**src/rtl/count_event_monitor.sv**
```systemverilog
// count_event_monitor
//   Watches the count output of an up/down counter, sampling it every clock
//   and classifying each transition as a wrap-around, a direction reversal
//   or an illegal jump. Each classified event is queued in a small
//   first-word-fall-through FIFO behind a valid/ready interface. The module
//   also keeps a saturating wrap tally and the tracked direction.
//
//   Ports
//     clk        rising-edge clock
//     reset      asynchronous active-low reset (0 = in reset)
//     count      counter value being monitored
//     clr        synchronous clear: flush FIFO, zero overflow/wrap_total,
//                direction -> unknown
//     evt_ready  consumer accepts the head event
//     evt_valid  FIFO non-empty
//     evt_code   head event: 1 WRAP_UP, 2 WRAP_DN, 3 REV_TO_UP,
//                4 REV_TO_DN, 5 JUMP
//     evt_value  count value that caused the head event
//     wrap_total wraps seen since reset/clr, saturating at all-ones
//     dir_state  0 unknown, 1 up, 2 down
//     overflow   sticky: an event was dropped on a full FIFO
module count_event_monitor #(
    parameter int unsigned WIDTH = 4,
    parameter int unsigned DEPTH = 4,
    parameter int unsigned SAT_W = 8
) (
    input  logic             clk,
    input  logic             reset,
    input  logic [WIDTH-1:0] count,
    input  logic             clr,
    input  logic             evt_ready,
    output logic             evt_valid,
    output logic [2:0]       evt_code,
    output logic [WIDTH-1:0] evt_value,
    output logic [SAT_W-1:0] wrap_total,
    output logic [1:0]       dir_state,
    output logic             overflow
);

    localparam int unsigned AW = (DEPTH > 1) ? $clog2(DEPTH) : 1;
    localparam logic [WIDTH-1:0] MAXV = '1;
    localparam logic [AW:0] DEPTH_P = (AW+1)'(DEPTH);

    typedef enum logic [1:0] {S_INIT, S_UNK, S_UP, S_DOWN} state_t;
    typedef enum logic [2:0] {
        EV_NONE    = 3'd0,
        EV_WRAP_UP = 3'd1,
        EV_WRAP_DN = 3'd2,
        EV_REV_UP  = 3'd3,
        EV_REV_DN  = 3'd4,
        EV_JUMP    = 3'd5
    } evt_t;

    state_t           state;
    state_t           state_n;
    logic [WIDTH-1:0] prev;
    logic [WIDTH-1:0] delta;
    logic             wrap_up;
    logic             wrap_dn;
    logic             wrap_hit;
    evt_t             ev;
    logic [1:0]       dir_n;

    logic [2:0]       mem_code [DEPTH];
    logic [WIDTH-1:0] mem_val  [DEPTH];
    logic [AW:0]      wr_ptr;
    logic [AW:0]      rd_ptr;
    logic [AW:0]      wr_n;
    logic [AW:0]      rd_n;
    logic [AW:0]      occ;
    logic             full;
    logic             pop;
    logic             push;
    logic             drop;
    logic [2:0]       head_code_n;
    logic [WIDTH-1:0] head_val_n;

    // Transition classification. A wrap is always a +1/-1 step, so it only
    // becomes the pushed event when that step is not also a reversal.
    always_comb begin
        delta    = count - prev;
        wrap_up  = (prev == MAXV) && (count == '0);
        wrap_dn  = (prev == '0) && (count == MAXV);
        state_n  = state;
        ev       = EV_NONE;
        wrap_hit = 1'b0;
        if (state == S_INIT) begin
            state_n = S_UNK;
        end else begin
            wrap_hit = wrap_up | wrap_dn;
            if (delta == WIDTH'(1)) begin
                state_n = S_UP;
                if (state == S_DOWN)
                    ev = EV_REV_UP;
                else if (wrap_up)
                    ev = EV_WRAP_UP;
            end else if (delta == MAXV) begin
                state_n = S_DOWN;
                if (state == S_UP)
                    ev = EV_REV_DN;
                else if (wrap_dn)
                    ev = EV_WRAP_DN;
            end else if (delta != '0) begin
                ev      = EV_JUMP;
                state_n = S_UNK;
            end
        end
    end

    always_comb begin
        case (state_n)
            S_UP:    dir_n = 2'd1;
            S_DOWN:  dir_n = 2'd2;
            default: dir_n = 2'd0;
        endcase
    end

    // FIFO control. A pop on a full FIFO frees the slot the push lands in.
    always_comb begin
        occ  = wr_ptr - rd_ptr;
        full = (occ == DEPTH_P);
        pop  = evt_valid & evt_ready;
        push = (ev != EV_NONE) & (~full | pop);
        drop = (ev != EV_NONE) & full & ~pop;
        rd_n = rd_ptr + (AW+1)'(pop);
        wr_n = wr_ptr + (AW+1)'(push);
        // Next head is the incoming event when it lands in the head slot
        // (FIFO empty after any pop), otherwise whatever the read pointer
        // points at.
        if (push && (rd_n[AW-1:0] == wr_ptr[AW-1:0])) begin
            head_code_n = ev;
            head_val_n  = count;
        end else begin
            head_code_n = mem_code[rd_n[AW-1:0]];
            head_val_n  = mem_val[rd_n[AW-1:0]];
        end
    end

    always_ff @(posedge clk) begin
        if (push) begin
            mem_code[wr_ptr[AW-1:0]] <= ev;
            mem_val[wr_ptr[AW-1:0]]  <= count;
        end
    end

    always_ff @(posedge clk or negedge reset) begin
        if (!reset) begin
            state      <= S_INIT;
            prev       <= '0;
            wr_ptr     <= '0;
            rd_ptr     <= '0;
            evt_valid  <= 1'b0;
            evt_code   <= '0;
            evt_value  <= '0;
            wrap_total <= '0;
            dir_state  <= 2'd0;
            overflow   <= 1'b0;
        end else begin
            prev <= count;
            if (clr) begin
                state      <= S_UNK;
                wr_ptr     <= '0;
                rd_ptr     <= '0;
                evt_valid  <= 1'b0;
                wrap_total <= '0;
                dir_state  <= 2'd0;
                overflow   <= 1'b0;
            end else begin
                state     <= state_n;
                dir_state <= dir_n;
                wr_ptr    <= wr_n;
                rd_ptr    <= rd_n;
                evt_valid <= (wr_n != rd_n);
                // Head registers keep their last value while empty.
                if (wr_n != rd_n) begin
                    evt_code  <= head_code_n;
                    evt_value <= head_val_n;
                end
                if (wrap_hit && (wrap_total != '1))
                    wrap_total <= wrap_total + SAT_W'(1);
                if (drop)
                    overflow <= 1'b1;
            end
        end
    end

endmodule

```
**config.mk**
```make
export PLATFORM = sky130hd
export DESIGN_NAME = count_event_monitor
export DESIGN_NICKNAME = d
export VERILOG_FILES = /design/src/rtl/count_event_monitor.sv
export SDC_FILE = /design/constraint.sdc
export NUM_CORES = 1
export LEC_CHECK = 0
export BUFFER_PORTS_ARGS = -buffer_cell sky130_fd_sc_hd__clkbuf_2
export CORE_ASPECT_RATIO = 1.2
export CORE_MARGIN = 2
export CORE_UTILIZATION = 25
export CTS_CLUSTER_DIAMETER = 40
export CTS_CLUSTER_SIZE = 40
export DETAILED_ROUTE_END_ITERATION = 10
export PLACE_DENSITY = 0.48
export SYNTH_ARGS = -nofsm -noshare
export SYNTH_HDL_FRONTEND = slang
export SYNTH_SLANG_ARGS = --single-unit
```
**constraint.sdc**
```tcl
create_clock -name clk -period 3.7 [get_ports clk]
set_input_delay 0.185 -clock clk [delete_from_list [all_inputs] [get_ports clk]]
set_output_delay 0.185 -clock clk [all_outputs]
set_load 0.02 [all_outputs]
```
==> out/results.tsv <==
stage	metric	value	unit
status	outcome	finished, final reports clean	
yosys	synth-edff-count	28	
cells_and_area	nNetsFinal	283	
worst_setup_path	rr_worst_depth	17	
yosys	synth_xor_area_share	5.495	%
yosys	synthAdderAreaFrac	5.059	%
pwr	vdd_drop_max	0.3043	mV
yosys	ys_ff_latch	59	
clock_network	clkSinkCount	59	
die	ios	27	
place	dp_hpwl	4.349	mm
worst_setup_path	required	3960	ps
yosys	netlist_top_cells_area	edfxtp_1 29%, dfrtp_1 27%, mux4_2 5.5%, ha_1 4.4%, xnor2_1 3.7%	
place	numPortBuffers	26	
die	core_region_area	11090	µm²
yosys	syn-num-nets	237	
yosys	synth_compound_area_share	9.507	%
global_route	grt.overflow.total	0	
die	dieWidth	101.8	µm
sta	fin_skew	4.777	ps
yosys	yosysSeqAreaShare	56.35	%
worst_setup_path	path_class	reg2reg	
place	gp_congestion	0.7674	
pwr	p_leak	1.499	nW
worst_setup_path	path_max_fanout	8	
worst_setup_path	startpoint_type	flip-flop	
clock_network	htree_num_levels	3	
detailed_routing	detail_route.first_pass.iterations	4	
sta	fin_crit	3504	ps
die	die_h	121.4	µm
detailed_routing	drt_iter0_drc	67	
sta	period_share	94.70	%
yosys	ys_types	56	
yosys	synth-simple-area-share	13.56	%
clock_network	cts.reportedPaths.clkPinSlew	50	ps
sta	setup_viol	0	
detailed_routing	avgViaCountPerCell	4.452	
sta	finalHoldViolCount	0	
die	rows	42	
cells_and_area	layout-drive-gt1-share	34.20	%
clock_network	clk-insertion-delay-late	330	ps
yosys	syn_area	2869	µm²
clock_network	tritoncts	done	
global_route	antenna_found_initial	0	
hold_path	hp-class	in2reg	
worst_setup_path	worstPathArrival	3770	ps
cells_and_area	fin_cells	423	
sta	tightest_slew	800.8	ps
detailed_routing	routedWlPerCell	14.88	µm
yosys	syn_inst	218	
clock_network	cts_root_buf	clkbuf_16	
yosys	yosys.area.top_type	edfxtp_1	
flow_run	max_cap_viol_count	0	
detailed_routing	postRouteAntennaNets	0	
sta	slew_violations	0	
yosys	ys.flop_type	dfrtp_1	
detailed_routing	drt-total-wl	6.293	mm
clock_network	clk_path_buf_depth	2	
worst_setup_path	end_kind	flip-flop	
yosys	synth_warnings	0	
sta	relSlewSlack	46.61	%
yosys	async_flop_share	52.54	%
yosys	synth_top_area_share	29.31	%
pwr	powerDensity	779.2	nW/µm²
yosys	avgSynthCellArea	13.16	µm²
die	start_util	25.87	%
cells_and_area	antenna_cells	0	
global_route	grt.total_usage	10.94	%
place	dp_cells	403	
detailed_routing	via_count	1883	
global_route	grt_start_max_net_pins	32	
global_route	grt_pass1_vias	1947	
sta	fmax	285.4	MHz
yosys	synth_top_family_by_area	simple AND/OR/NAND/NOR gates	
die	dieArea	12350	µm²
pwr	finalPower	0.002913	W
hold_path	whs_path_depth	1	
yosys	muxShareOfSynthArea	7.239	%
clock_network	cts_made_buffers	9	
cells_and_area	area_delta_synth_final	30.31	%
global_route	grt_pass1_wl	9.949	mm
detailed_routing	drc	0	
logic make-up (layout without fill, tap and decap cells):
kind of cell / Yosys count / after routing
and+or+nand+nor: 65 / 65
DFF: 59 / 59
AOI/OAI and AO/OA: 36 / 36
xor gates and xnor gates: 18 / 18
buffers and inverters: 17 / 68
muxes: 12 / 12
adders and majority gates: 11 / 11
timing repair:
item                       in CTS  in global routing
hold buffers                    1                  0
hold endpoints to repair       31                  0
gates resized for setup         0                 29
setup endpoints to repair       0                  8
setup buffers                   0                  2
report_power, final:
part           switching [W]  internal [W]  leakage (nW)
sequential         0.0000749      0.000871         0.650
clock               0.000306      0.000607         0.155
combinational       0.000563      0.000491         0.695
total               0.000944       0.00197          1.50
critical path: stages (launching register included):
cell	delay (ps)
dfrtp_1	360
ha_2	200
inv_2	40
fa_2	570
or2b_4	300
nor4_4	270
o311ai_4	150
a21o_1	220
nand2b_1	120
inv_2	70
ha_4	160
ha_4	170
xnor2_4	130
xnor2_2	160
a31oi_4	180
buf_6	170
nor2_1	50
a21oi_1	110
flip-flops by register name, summed over array words and instances (netlist names):
signal      flops
wr_ptr          3
evt_code        3
mem_val        16
prev            4
state           2
evt_valid       1
wrap_total      8
overflow        1
rd_ptr          3
mem_code       12
evt_value       4
dir_state       2
layout by cell type, fill, tap and decap left out, drive strengths merged, types with 6 or more instances in the layout:
cell,Yosys,layout
ha,10,10
a21oi,14,14
nand2,8,8
mux4,7,7
buf,5,14
dfrtp,31,31
xor2,6,6
edfxtp,28,28
inv,11,11
nor2,21,21
clkbuf,1,36
xnor2,12,12
nor3,7,7
layout make-up:
| type | instances | area [µm²] |
|---|---|---|
| well taps | 154 | 192.7 |
| multi-input cells | 142 | 1308 |
| clock inverters | 6 | 88.84 |
| repair buffers | 41 | 252.7 |
| fillers | 1118 | 7350 |
| flip-flops and latches | 59 | 1617 |
| inverters | 11 | 41.29 |
| clock buffers | 10 | 239.0 |
through the flow:
stage                     area [µm²]  setup slack [ps]  hold slack (ps)  setup TNS, ps  util (%)
after global routing            3739            -7.483            116.9         -7.483     33.72
final                           3739             196.3            106.7              0     33.72
after CTS                       3573             90.43            101.2              0     32.23
after floorplan                 2869             88.81           -110.6              0         -
after global placement          3236             179.6            336.5              0     29.18
after detailed placement        3236             99.07            331.4              0     29.18
path summary, 6_finish.rpt:
check                           slack (ps)            end     start
worst max register to register         200   evt_value[1]   prev[0]
max in group asynchronous             2730   evt_value[2]     reset
min in group asynchronous              470  wrap_total[5]     reset
worst min-delay path                   110        prev[3]  count[3]
worst min register to register         490       overflow  overflow
worst max-delay path                   200   evt_value[1]   prev[0]
Yosys cell counts (2+ instances only):
| master | n |
|---|---|
| a21oi_1 | 13 |
| nor2b_1 | 5 |
| or3_1 | 2 |
| buf_4 | 2 |
| mux4_2 | 7 |
| edfxtp_1 | 28 |
| xnor2_1 | 12 |
| a211oi_1 | 2 |
| nand3_1 | 3 |
| o21ai_0 | 3 |
| nand4_1 | 3 |
| nor3_1 | 5 |
| inv_1 | 10 |
| nor2_1 | 21 |
| xor2_1 | 6 |
| dfrtp_1 | 31 |
| nand2_1 | 8 |
| mux2i_1 | 5 |
| and3_1 | 4 |
| ha_1 | 10 |
| a22oi_1 | 3 |
metal layers:
metal	GRT usage (%)	up-vias	share of wire (%)
met5	0	-	0
met4	6.588	0	2.7
met3	2.535	11	2.2
met2	17.89	29	51
met1	12.86	945	44
li1	-	898	-
Power figures use the tool's default switching activity.
